==> src/rtl/patch_step_sequencer.sv <==
`default_nettype none
// patch_step_sequencer: one finite-difference time step of a 16-node fixed-end string per start
// pulse, streaming through a three-patch node memory and rotating patch roles at the end of the step.
module patch_step_sequencer #(
  parameter int RHO_SHIFT   = 4,
  parameter int ETA_SHIFT   = 10,
  parameter int SAMPLE_NODE = 8
) (
  input  logic        clk,
  input  logic        reset_n,
  input  logic        start,
  output logic        busy,
  output logic        step_done,
  output logic [1:0]  mem_patch,
  output logic [3:0]  mem_addr,
  output logic        mem_we,
  output logic [17:0] mem_wdata,
  input  logic [17:0] mem_rdata,
  output logic [17:0] sample_out
);

  typedef enum logic [2:0] {
    S_IDLE  = 3'd0,
    S_PRIME = 3'd1,
    S_RD_R  = 3'd2,
    S_RD_P  = 3'd3,
    S_WR    = 3'd4,
    S_DONE  = 3'd5
  } state_t;

  localparam logic [3:0] C_SAMPLE_NODE = 4'(SAMPLE_NODE);
  localparam logic signed [20:0] C_SAT_MAX = 21'sd131071;
  localparam logic signed [20:0] C_SAT_MIN = -21'sd131072;

  state_t             r_state, w_state_nxt;
  logic [3:0]         r_i;
  logic [17:0]        r_left, r_center, r_right, r_sample;
  logic [1:0]         r_next, r_cur, r_prev;

  logic signed [20:0] w_l, w_c, w_r, w_p;
  logic signed [20:0] w_lap, w_a, w_d, w_sum;
  logic [17:0]        w_res;

  // 21-bit sign-extended window; in WR the memory output is u2[i]
  assign w_l   = {{3{r_left[17]}}, r_left};
  assign w_c   = {{3{r_center[17]}}, r_center};
  assign w_r   = {{3{r_right[17]}}, r_right};
  assign w_p   = {{3{mem_rdata[17]}}, mem_rdata};
  assign w_lap = w_l + w_r - (w_c <<< 1);
  assign w_a   = (w_c <<< 1) - w_p;
  assign w_d   = (w_c - w_p) >>> ETA_SHIFT;
  assign w_sum = w_a + (w_lap >>> RHO_SHIFT) - w_d;

  always_comb begin
    w_res = w_sum[17:0];
    if (w_sum > C_SAT_MAX) begin
      w_res = C_SAT_MAX[17:0];
    end else if (w_sum < C_SAT_MIN) begin
      w_res = C_SAT_MIN[17:0];
    end
  end

  assign busy       = (r_state != S_IDLE);
  assign sample_out = r_sample;

  always_ff @(posedge clk or negedge reset_n) begin
    if (!reset_n) begin
      r_state <= S_IDLE;
    end else begin
      r_state <= w_state_nxt;
    end
  end

  always_comb begin
    w_state_nxt = r_state;
    mem_patch   = 2'd0;
    mem_addr    = 4'd0;
    mem_we      = 1'b0;
    mem_wdata   = 18'd0;
    step_done   = 1'b0;
    case (r_state)
      S_IDLE: begin
        if (start) w_state_nxt = S_PRIME;
      end
      S_PRIME: begin
        mem_patch   = r_cur;
        w_state_nxt = S_RD_R;
      end
      S_RD_R: begin
        mem_patch   = r_cur;
        mem_addr    = r_i + 4'd1;
        w_state_nxt = S_RD_P;
      end
      S_RD_P: begin
        mem_patch   = r_prev;
        mem_addr    = r_i;
        w_state_nxt = S_WR;
      end
      S_WR: begin
        mem_patch   = r_next;
        mem_addr    = r_i;
        mem_we      = 1'b1;
        mem_wdata   = w_res;
        w_state_nxt = (r_i == 4'd15) ? S_DONE : S_RD_R;
      end
      S_DONE: begin
        step_done   = 1'b1;
        w_state_nxt = S_IDLE;
      end
      default: w_state_nxt = S_IDLE;
    endcase
  end

  always_ff @(posedge clk or negedge reset_n) begin
    if (!reset_n) begin
      r_i      <= 4'd0;
      r_left   <= 18'd0;
      r_center <= 18'd0;
      r_right  <= 18'd0;
      r_sample <= 18'd0;
      r_next   <= 2'd0;
      r_cur    <= 2'd1;
      r_prev   <= 2'd2;
    end else begin
      case (r_state)
        S_PRIME: r_left <= 18'd0;
        S_RD_R: begin
          if (r_i == 4'd0) r_center <= mem_rdata;
        end
        S_RD_P: r_right <= (r_i == 4'd15) ? 18'd0 : mem_rdata;
        S_WR: begin
          r_left   <= r_center;
          r_center <= r_right;
          if (r_i == C_SAMPLE_NODE) r_sample <= w_res;
          r_i <= (r_i == 4'd15) ? 4'd0 : r_i + 4'd1;
        end
        S_DONE: begin
          // the just-written patch becomes current; the old current becomes previous
          r_next <= r_prev;
          r_cur  <= r_next;
          r_prev <= r_cur;
        end
        default: ;
      endcase
    end
  end

endmodule
`default_nettype wire
==> config.mk <==
export PLATFORM = sky130hd
export DESIGN_NAME = patch_step_sequencer
export DESIGN_NICKNAME = d
export VERILOG_FILES = /design/src/rtl/patch_step_sequencer.sv
export SDC_FILE = /design/constraint.sdc
export NUM_CORES = 1
export LEC_CHECK = 0
export CORE_UTILIZATION = 45
export CTS_CLUSTER_DIAMETER = 100
export DETAILED_ROUTE_END_ITERATION = 10
export PLACE_DENSITY = 0.69
export SKIP_LAST_GASP = 1
export SLEW_MARGIN = 25
export SYNTH_ARGS = -nofsm -noshare
export SYNTH_HDL_FRONTEND = slang
export SYNTH_SLANG_ARGS = --single-unit
==> constraint.sdc <==
create_clock -name clk -period 11.9 [get_ports clk]
set_input_delay 1.785 -clock clk [delete_from_list [all_inputs] [get_ports clk]]
set_output_delay 1.785 -clock clk [all_outputs]
set_load 0.1 [all_outputs]
==> flow_summary_export.csv <==
group,metric,value,unit
run_status,status,"completed",
finish,nNetsFinal,1046,
worst_setup_path,slowest_delay,0.53,ns
floorplan,die_area,17400,µm²
clocking,ctsHoldBuffers,0,
synthesis,synth.ff_latch_count,85,
floorplan,die_x,132,µm
sta,max_freq,88.6,MHz
sta,worst_pin_slew,1.00,ns
detailed_routing,routed-via-count,5929,
worst_setup_path,end_kind,"output port",
finish,n_antenna_cell,0,
clocking,cts-htree-levels,3,
floorplan,start_util,0.461,
clocking,cts_made_buffers,9,
detailed_routing,drtPass1Iterations,4,
place,hpwl,13000,µm
floorplan,ioPinCount,66,
worst_setup_path,worstSetupStartpointType,"input port",
clocking,ctsLongestPathBuffers,2,
sta,rsz0062_at_grt,"no",
floorplan,rows,47,
synthesis,avgSynthCellArea,8.83,µm²
sta,drv_slew,0,
clocking,cts_root_buf,"clkbuf_16",
finish,fillers,1523,
clocking,cts_tree,"built",
worst_setup_path,reg2reg_from,"r_center[1]",
sta,layout_min_cycle_time,11.28,ns
synthesis,async_flop_share,1.00,
detailed_routing,drtIter0Drc,309,
worst_hold_path,min_path_type,"reg -> reg",
synthesis,synthesis.nets,998,
global_route,overflow,0,
synthesis,yosys_most_used_dff,"dfrtp_1",
synthesis,synthDistinctLibCells,62,
global_route,grt_first_pass_wirelength,29200,µm
synthesis,syn_inst,862,
global_route,antenna_found_initial,0,
sta,setup_violations,0,
detailed_routing,drt-vias-per-instance,5.22,
clocking,clk_pin_slew,0.06,ns
clocking,cts_setup_buffers,0,
clocking,cts_sinks,85,
global_route,grtUsageTotal,0.208,
place,finalWeightedCongestion,0.855,
place,portBuffers,65,
detailed_routing,ant_nets,0,
synthesis,yosys_warnings,0,
worst_setup_path,critPathArrivalTime,9.50,ns
worst_setup_path,path_max_fanout,17,
worst_setup_path,startpoint,"mem_rdata[5]",
worst_setup_path,r2r_slack,4.57,ns
worst_hold_path,hold_start,"r_left[2]",
worst_setup_path,crit_path_top_delay_cell,"clkdlybuf4s50_1",
clocking,ctsResizeCount,0,
finish,drive_above_1_share,0.0787,
job,drv_cap,0,
sta,fin_crit_sh,0.948,
global_route,grt_max_degree,51,
synthesis,syn_area,7610,µm²
detailed_routing,wl_per_cell,14.9,µm
sta,slew_headroom,0.330,
detailed_routing,routed_wl,16900,µm
finish,area_delta_synth_final,16.7,%
sta,hold_viol_final,0,
floorplan,core-area,16500,µm²
worst_setup_path,cp.required,10.12,ns
global_route,first_global_vias,5908,
floorplan,die_h,132,µm
synthesis,synth_edf_count,0,
synthesis,synth-seq-area-share,0.280,
worst_setup_path,worstSetupPathType,"in -> out",
sta,clock_skew,0.00743,ns
sta,fin_setup_tns,0,ns
detailed_routing,drc,0,
clocking,clk_latency,0.36,ns
## cells in the mapped netlist (all sizes together), types with 4 or more instances
master	instances	area share
mux2	9	0.013
o21ai	45	0.032
inv	149	0.073
buf	9	0.0085
nor2b	9	0.0074
nor2	55	0.028
and2	4	0.0033
xnor2	35	0.041
dfrtp	83	0.27
a21o	12	0.012
nand2b	8	0.0066
nand2	84	0.043
a21oi	45	0.030
fa	45	0.12
nor3	10	0.0066
ha	70	0.12
xor2	20	0.023
and3	8	0.0066
clkbuf	24	0.012
a22o	35	0.040
a31oi	24	0.020
o21a	9	0.0089
o311ai	7	0.0081
o211ai	6	0.0059
nand3	15	0.0099
## sequential cells by signal, indices dropped and copies added (netlist names)
name        flops
r_left         18
r_i             4
sample_out     18
r_state         3
r_prev          2
r_next          2
r_center       18
r_right        18
r_cur           2
## critical path, delay by kind of cell
| kind | cells | cell delay, ns |
|---|---|---|
| adders and majority gates | 5 | 1.98 |
| and+or+nand+nor | 4 | 0.89 |
| xor gates and xnor gates | 2 | 0.38 |
| buffers and inverters | 6 | 1.20 |
| AOI/OAI and AO/OA | 13 | 3.21 |
## area by class of cell
type                            instances  area [µm²]  share of cell area
Tap cell                              220         275              0.0310
Timing Repair Buffer                   70         853              0.0961
Inverter                              149         559              0.0630
Multi-Input combinational cell        595        4770               0.537
Sequential cell                        85        2130               0.240
Clock buffer                           11         253              0.0285
Clock inverter                          5        38.8             0.00437
## through the flow
stage / hold WS (ns) / cell area [µm²] / utilization / std cells / setup slack (ns)
3_5_place_dp: 0.470 / 8590 / 0.520 / 1119 / 0.661
3_3_place_gp: 0.462 / 8590 / 0.520 / 1119 / 0.774
6_report: 0.479 / 8880 / 0.537 / 1135 / 0.618
5_1_grt: 0.512 / 8880 / 0.537 / 1135 / 0.0629
2_1_floorplan: 0.450 / 7610 / - / 862 / 0.448
4_1_cts: 0.484 / 8880 / 0.537 / 1135 / 0.640
## worst paths after layout
check,end,cells after the start
worst min register to register,r_left[2],2
max in group asynchronous,sample_out[15],2
min in group asynchronous,r_right[5],1
worst max-delay path,mem_wdata[3],30
worst max register to register,sample_out[13],24
worst min-delay path,r_left[2],2
## logic make-up after synthesis
group / count (synthesis) / share of synthesized area
compound gates: 205 / 0.187
xor+xnor: 55 / 0.0643
simple gates: 210 / 0.127
buf+inv: 182 / 0.0939
mux: 10 / 0.0146
fa+ha+maj: 115 / 0.233
flops: 85 / 0.280
## placed cells by master, fill, tap and decap left out, types with 3 or more instances in the layout
cell type / n
mux2_2: 9
and3_1: 8
ha_1: 70
xor2_1: 20
and4_1: 3
buf_4: 7
xnor2_1: 34
a21oi_1: 44
nand3_1: 15
a21o_1: 12
nor2b_1: 9
clkdlybuf4s50_1: 46
fa_1: 45
nor3_1: 10
and2_1: 4
or3_1: 3
nand2_1: 82
o21ai_0: 31
a31oi_1: 24
o21bai_1: 3
a211oi_1: 3
o311ai_1: 6
dfrtp_1: 83
o211ai_1: 6
or2_2: 3
buf_12: 17
inv_6: 3
clkbuf_16: 9
nor2_2: 3
a22o_1: 35
inv_1: 149
nand2b_1: 8
o21a_1: 9
o21ai_2: 5
o21ai_1: 9
a22oi_1: 3
nor2_1: 52
## layer usage
metal  routed length, µm  GRT usage  part of all wire  vias up
li1                    -          -                 -     2976
met1                8390      0.297              0.50     2831
met2                7580      0.323              0.45      110
met3                 681     0.0292             0.040       12
met4                 260     0.0730             0.015        0
met5                   0          0                 0        -
Power is not shown: default switching activity piles up to over one toggle a cycle in this logic, so the estimate is an artifact.
